==> src/rtl/reg_dump_tx.sv <==
// Register-file dump engine: walks observe over 0..LAST_REG, snapshots data_ob and
// streams each register as a 5-byte UART 8N1 record (index, then data MSB first).
module reg_dump_tx #(
  parameter int CLKS_PER_BIT = 16,
  parameter int LAST_REG     = 31
) (
  input  logic        CLK,
  input  logic        reset,
  input  logic        start,
  output logic [4:0]  observe,
  input  logic [31:0] data_ob,
  output logic        tx,
  output logic        busy,
  output logic        done
);
  localparam int CNT_W = $clog2(CLKS_PER_BIT);

  typedef enum logic [2:0] {IDLE, SELECT, LATCH, SEND, DONE} state_t;

  state_t            state, state_nxt;
  logic [CNT_W-1:0]  clk_cnt;
  logic [3:0]        bit_idx;
  logic [2:0]        byte_cnt;
  logic [8:0]        shreg;
  logic [31:0]       snap;
  logic [7:0]        next_byte;
  logic              bit_end, frame_end, rec_end, more_regs;

  assign bit_end   = (state == SEND) && (clk_cnt == CNT_W'(CLKS_PER_BIT - 1));
  assign frame_end = bit_end && (bit_idx == 4'd9);
  assign rec_end   = frame_end && (byte_cnt == 3'd4);
  assign more_regs = observe < 5'(LAST_REG);

  assign busy = (state != IDLE);
  assign done = (state == DONE);

  always_ff @(posedge CLK or posedge reset) begin
    if (reset) state <= IDLE;
    else       state <= state_nxt;
  end

  always_comb begin
    state_nxt = state;
    case (state)
      IDLE:    if (start) state_nxt = SELECT;
      SELECT:  state_nxt = LATCH;
      LATCH:   state_nxt = SEND;
      SEND:    if (rec_end) state_nxt = more_regs ? SELECT : DONE;
      DONE:    state_nxt = IDLE;
      default: state_nxt = IDLE;
    endcase
  end

  // byte_cnt names the byte now on the wire; pick the one that follows it
  always_comb begin
    next_byte = snap[31:24];
    case (byte_cnt)
      3'd1:    next_byte = snap[23:16];
      3'd2:    next_byte = snap[15:8];
      3'd3:    next_byte = snap[7:0];
      default: next_byte = snap[31:24];
    endcase
  end

  // shreg carries {stop, data}; tx is registered so each bit starts exactly on an edge
  always_ff @(posedge CLK or posedge reset) begin
    if (reset) begin
      observe  <= '0;
      tx       <= 1'b1;
      clk_cnt  <= '0;
      bit_idx  <= '0;
      byte_cnt <= '0;
      shreg    <= '0;
      snap     <= '0;
    end else begin
      case (state)
        IDLE: begin
          tx      <= 1'b1;
          clk_cnt <= '0;
          if (start) observe <= '0;
        end
        LATCH: begin
          snap     <= data_ob;
          shreg    <= {1'b1, 3'b000, observe};
          byte_cnt <= '0;
          bit_idx  <= '0;
          clk_cnt  <= '0;
          tx       <= 1'b0;
        end
        SEND: begin
          if (bit_end) begin
            clk_cnt <= '0;
            if (bit_idx != 4'd9) begin
              tx      <= shreg[0];
              shreg   <= {1'b0, shreg[8:1]};
              bit_idx <= bit_idx + 4'd1;
            end else if (byte_cnt != 3'd4) begin
              byte_cnt <= byte_cnt + 3'd1;
              shreg    <= {1'b1, next_byte};
              bit_idx  <= '0;
              tx       <= 1'b0;
            end else begin
              tx <= 1'b1;
              if (more_regs) observe <= observe + 5'd1;
            end
          end else begin
            clk_cnt <= clk_cnt + CNT_W'(1);
          end
        end
        default: tx <= 1'b1;
      endcase
    end
  end
endmodule
==> config.mk <==
export PLATFORM = sky130hd
export DESIGN_NAME = reg_dump_tx
export DESIGN_NICKNAME = d
export VERILOG_FILES = /design/src/rtl/reg_dump_tx.sv
export SDC_FILE = /design/constraint.sdc
export NUM_CORES = 1
export LEC_CHECK = 0
export CORE_UTILIZATION = 49
export DETAILED_ROUTE_END_ITERATION = 10
export MAX_ROUTING_LAYER = met4
export PLACE_DENSITY_LB_ADDON = 0.1
export SYNTH_ARGS = -nofsm -noshare
export SYNTH_HDL_FRONTEND = slang
export SYNTH_SLANG_ARGS = --single-unit
==> constraint.sdc <==
create_clock -name CLK -period 3.7 [get_ports CLK]
set_input_delay 0.74 -clock CLK [delete_from_list [all_inputs] [get_ports CLK]]
set_output_delay 0.74 -clock CLK [all_outputs]
set_load 0.1 [all_outputs]
# Word-level counts from Yosys, hierarchy flattened
# Index checks and enable logic that the tools add are counted.
# classes
mux	29
n_lt_le_gt_ge	1
n_addsub	4
eq_ne	20
n_reduce_logical	13
# op_table
cell	count
$mux W9	3
$mux W5	5
$pmux W8 S3	1
$mux W3	6
$pmux W9 S2	1
$mux W4	4
$pmux W4 S2	2
$eq A3 B2 Y1 const B	4
$ne A2 B2 Y1 const B	6
$pmux W3 S4	1
$pmux W5 S2	1
$add A4 B1 Y4 const B	2
$eq A4 B4 Y1 const B	2
$eq A3 B1 Y1 const B	2
$eq A3 B3 Y1 const B	2
$pmux W3 S2	1
$reduce_and A6 Y1	1
$reduce_bool A2 Y1	3
$add A5 B1 Y5 const B	1
$lt A5 B5 Y1 const B	1
$ne A4 B4 Y1 const B	1
$reduce_and A4 Y1	1
$add A3 B1 Y3 const B	1
$logic_and A1 B1 Y1	3
10 further kinds	12
# totals
inputBits	35
elab_cells	75
out_inout_bits	8
reg_bits	61

# Depth between registers and ports, before layout
# depth
depth_word	6
ltp_mapped	8
mapped_depth_nobuf	6

# Least setup slack after synthesis
# Ideal clock, no wire load.
# synth_timing
path_kind	reg-to-output
start	reg state[0]
end	out done
required_time_ps	2960
n_path_buf	2
path_stages_with_launch	4
arrival_ps	2943
setup_slack_ps	17
cell_sequence	dfrtp_1 -> buf_2 -> buf_1 -> nor3b_1
# synth_between
elab_chain_cells	1
# synth_rtl
item	line	source
from (decl)	20	state_t state, state_nxt;
from (signal assigned)	39	else state <= state_nxt;
$eq A3 B3 Y1	35	assign done = (state == DONE);
to (decl)	14	output logic done
# Every way passes these cells.

# Final worst setup path
# layout_timing
start	reg tx
end	out tx
# layout_rtl
item	line	source
from (decl)	12	output logic tx,
from (signal assigned)	94	tx <= shreg[0];
# No word-level cell between the ends.

==> out/results.txt <==
With fillers left out, the area of the finished cells amounts to 3780 µm². The post-layout minimum cycle time is 2720 ps. The reg-to-reg startpoint was byte_cnt[1].

The final hold violation count was 0. The run gives 43 as the number of primary I/O pins. The worst hold margin came out at 506 ps. Based on the critical path, the design can be clocked at up to 0.367 GHz. The core region is 5990 µm². Before antenna repair, the detailed router went through 4 iterations.

The switching power share of the total is 0.305, and the maximum root-to-sink buffer count is 2. The run gives 0.353 as the max-slew headroom at the worst pin. For the number of distinct library cells after synthesis, the log shows 49.

Yosys printed 0 warnings. The data arrival at the endpoint of the critical path is 1980 ps, and the wire length of the first global-routing pass is 10900 µm. Entering global routing, the biggest net connects 37 pins. For the number of routed nets with antenna violations, the log shows 0. The width of the die was 81.4 µm. For this design, the CTS-stage hold fixing added 0 buffers. The synthesized netlist cell count is 281, and the sequential share of the synthesized area is 0.494. The tools report the startpoint class of the critical path as a flop.

The share of flip-flops with an asynchronous set or reset after synthesis is 1.00. For this design the total switching power over the nets is 727 µW. Input and output buffers added on the ports amount to 42. Library cell with the largest summed area after synthesis: dfrtp_1. The path class of the tightest hold or removal check is flop to flop.

A synthesized cell averages 11.0 µm². For the worst-skew pair, the clock arrives at the later sink with an insertion delay of 330 ps. In this run the core area contains 28 standard-cell rows. The detailed router used layers up to and including met4. The final setup violation count was 0; the transition time of the tightest slew-check pin was 967 ps. The layout cell share with drive strength beyond 1 is 0.184. The final layout contains routed wiring with a total length of 6420 µm.

The number of cells on the critical path is 1. In the synthesized netlist the dominant register cell turns out to be dfrtp_1. The utilization after layout was 0.631; the proportion of power drawn by combinational gates was 0.259. The total length of routed met3 wires is 175 µm.

The count of buffering cells on the critical path with inverters included was 1. Detailed placement ended at an HPWL of 4540 µm. Setup repair after global routing left no endpoint under its margin. For the share of power burned in the clock network, the log shows 0.280. The slowest stage of the critical path belongs to the cell clkdlybuf4s50_1. The average via count per standard cell works out to 5.77. The starting density of the core is 0.516. The deepest level of the CTS H-tree came out at 3. The run gives 1.58 nW as the static power due to leakage. After the first detailed-routing iteration, the DRC count stood at 148. TritonCTS built the clock tree.

The worst setup slack for register-to-register paths is 1310 ps, and the number of nets in the layout is 365. The repair_antennas step left the layout with diodes totalling 0. The largest driver fanout on the critical path was 2.

Cell internal power was estimated by the tool at 1.65 mW. The via count of the first global-routing pass was 2254; the overall via count from detail_route was 2314. In this run the vertical extent of the chip is 81.4 µm. Post-synthesis net count: 325.

STA puts the critical path data required time at 2960 ps. The logs give 0.792 for the weighted congestion reported at the end of routability-driven placement and 0.000353 V for the maximum ir drop on the vdd rail. The clock transition at the registers of the reported paths came out at 70 ps. The proportion of netlist area held by the largest area contributor is 0.486, and the netlist area before placement is 3090 µm². The post-synthesis sequential element count is 61, and the total die area is 6630 µm².

The largest single stage delay on the critical path is 1120 ps. The cell sitting at the root of the clock tree is a clkbuf_8. The average wire per cell in the routed design is 16.0 µm, and the share of power burned in registers is 0.461.

Path type of the worst setup path: flop to primary output. The tree built by TritonCTS fans out to 61 sinks. Measured in cells, the most critical reg-to-reg path has a length of 6.

The total power density per cell area was 630 nW/µm²; the max-slew violation count was 0. Share of the cycle needed by the critical path after routing: 0.736. Yosys mapped a number of flops with a built-in enable equal to 0. In the final timing run, aggregate negative setup slack is 0 ps. The cell family contributing the most delay on the critical path is buffers and inverters.

The worst setup path endpoint was tx. The instance area at placement was 3560 µm². By area the synthesized netlist is led by dfrtp_1 (49%), mux2_2 (11%), ha_1 (3.6%).

The tools report the total CTS buffers as 9. The worst-case clock skew was 6.49 ps. The met2 wirelength from detailed routing came out at 3000 µm.

Origin of the worst setup path: tx. The reported max-cap violation count was 0. The number of setup buffers added after CTS is 0. The run gives 0.229 as the overall global routing resource usage.

The worst setup path is captured at a primary output. The number of fill cells in the layout is 503. End of the worst register-to-register path: byte_cnt[1]. From synthesis to final layout, the design area changed by 22.4%. The number of antenna violations at the first check in global routing was 0. The flow ran to the end, and the final reports show no timing, DRC or antenna violations. The number of instances resized during post-cts repair was 0; the post-detailed-route DRC marker count was 0.

The total overflow left after global routing is 0. The signal on the critical path passes through clkdlybuf4s50_1. For the routed metal-1 wire length, the log shows 3130 µm.
-- layout make-up --
class	count	area [µm²]	share of cell area
Inverter	20	75.1	0.0198
Clock inverter	4	70.1	0.0185
Clock buffer	12	155	0.0410
Multi-Input combinational cell	184	1420	0.376
Timing Repair Buffer	45	438	0.116
Tap cell	75	93.8	0.0248
Sequential cell	61	1530	0.404
-- cell usage in the layout (no fill, tap or decap), drive strengths merged, types with 2 or more instances in the layout --
cell / Yosys / layout
o31ai: 2 / 2
or3: 2 / 2
nand3: 8 / 8
o311ai: 2 / 2
a211oi: 2 / 2
nand2b: 5 / 5
clkinv: 0 / 2
a21oi: 12 / 12
o221ai: 4 / 4
a2111oi: 2 / 2
bufinv: 0 / 2
o21ai: 18 / 18
a22oi: 7 / 7
a22o: 4 / 4
mux2: 30 / 30
nor2: 6 / 6
nand3b: 3 / 3
nand4: 3 / 3
nor3: 5 / 5
inv: 20 / 20
and3: 5 / 5
nand2: 19 / 19
o211ai: 10 / 10
buf: 5 / 5
dfrtp: 60 / 60
clkbuf: 11 / 12
clkdlybuf4s50: 0 / 40
nor2b: 3 / 3
ha: 9 / 9
a221o: 7 / 7
-- sequential cells by signal, summed over array words and instances (netlist names) --
| register | flops |
|---|---|
| bit_idx | 4 |
| state | 3 |
| observe | 5 |
| shreg | 9 |
| byte_cnt | 3 |
| clk_cnt | 4 |
| snap | 32 |
| tx | 1 |
-- layer usage --
metal	global-route usage	up-vias
li1	-	1120
met3	0.0367	7
met4	0.107	0
met2	0.349	45
met5	-	-
met1	0.299	1142
-- logic make-up after synthesis --
kind of cell,Yosys count,share of synthesized area
AOI/OAI and AO/OA,80,0.196
xor gates and xnor gates,1,0.00283
adders and majority gates,9,0.0364
buffers and inverters,36,0.0453
DFF,61,0.494
muxes,31,0.113
and+or+nand+nor,63,0.113
-- worst min path at each step --
stage / slack [ps] / from / endpoint / depth (start not counted)
after global routing: 520 / snap[7] / snap[7] / 1
after floorplan: 470 / shreg[0] / shreg[0] / 2
after detailed placement: 500 / snap[7] / snap[7] / 1
after global placement: 490 / snap[19] / snap[19] / 1
after CTS: 510 / snap[7] / snap[7] / 1
final: 510 / snap[7] / snap[7] / 1
-- cell usage after synthesis (2+ instances only) --
cell and instances:
inv_1 20, and3_1 5, clkbuf_1 11, o21ai_0 13
or3_1 2, nand3b_1 2, nand4_1 3, o31ai_1 2
a22o_1 4, o21ai_1 5, nand3_1 7, buf_2 4
nor2b_1 3, o221ai_1 4, mux2_2 30, nand2_1 19
a2111oi_4 2, a21oi_1 12, ha_1 9, nor2_1 5
nand2b_1 5, a22oi_1 7, dfrtp_1 60, a211oi_1 2
o311ai_0 2, nor3_1 5, o211ai_1 10, a221o_1 7
-- metrics by stage --
| step | total power [mW] | cells | setup WS (ps) |
|---|---|---|---|
| 3_5_place_dp | 1.73 | 385 | 1320 |
| 3_3_place_gp | 1.71 | 385 | 1340 |
| 2_1_floorplan | 1.56 | 281 | 16.8 |
| 5_1_grt | 2.53 | 401 | 942 |
| 4_1_cts | 2.40 | 401 | 960 |
| 6_report | 2.38 | 401 | 976 |
-- worst register-to-register path: cells and delay by family, from the launching register on --
| kind | cells | cell delay, ps |
|---|---|---|
| compound gates | 2 | 730 |
| simple gates | 2 | 650 |
| flops | 1 | 520 |
| fa+ha+maj | 1 | 280 |
| buf+inv | 1 | 130 |
-- power by group through the flow --
stage | registers (mW) | logic (mW) | clock network [mW]
4_1_cts | 1.10 | 0.625 | 0.680
5_1_grt | 1.13 | 0.691 | 0.711
3_5_place_dp | 1.11 | 0.623 | 0
3_3_place_gp | 1.10 | 0.607 | 0
6_report | 1.10 | 0.618 | 0.666
2_1_floorplan | 1.12 | 0.442 | 0
(Power assumes the default switching activity.)
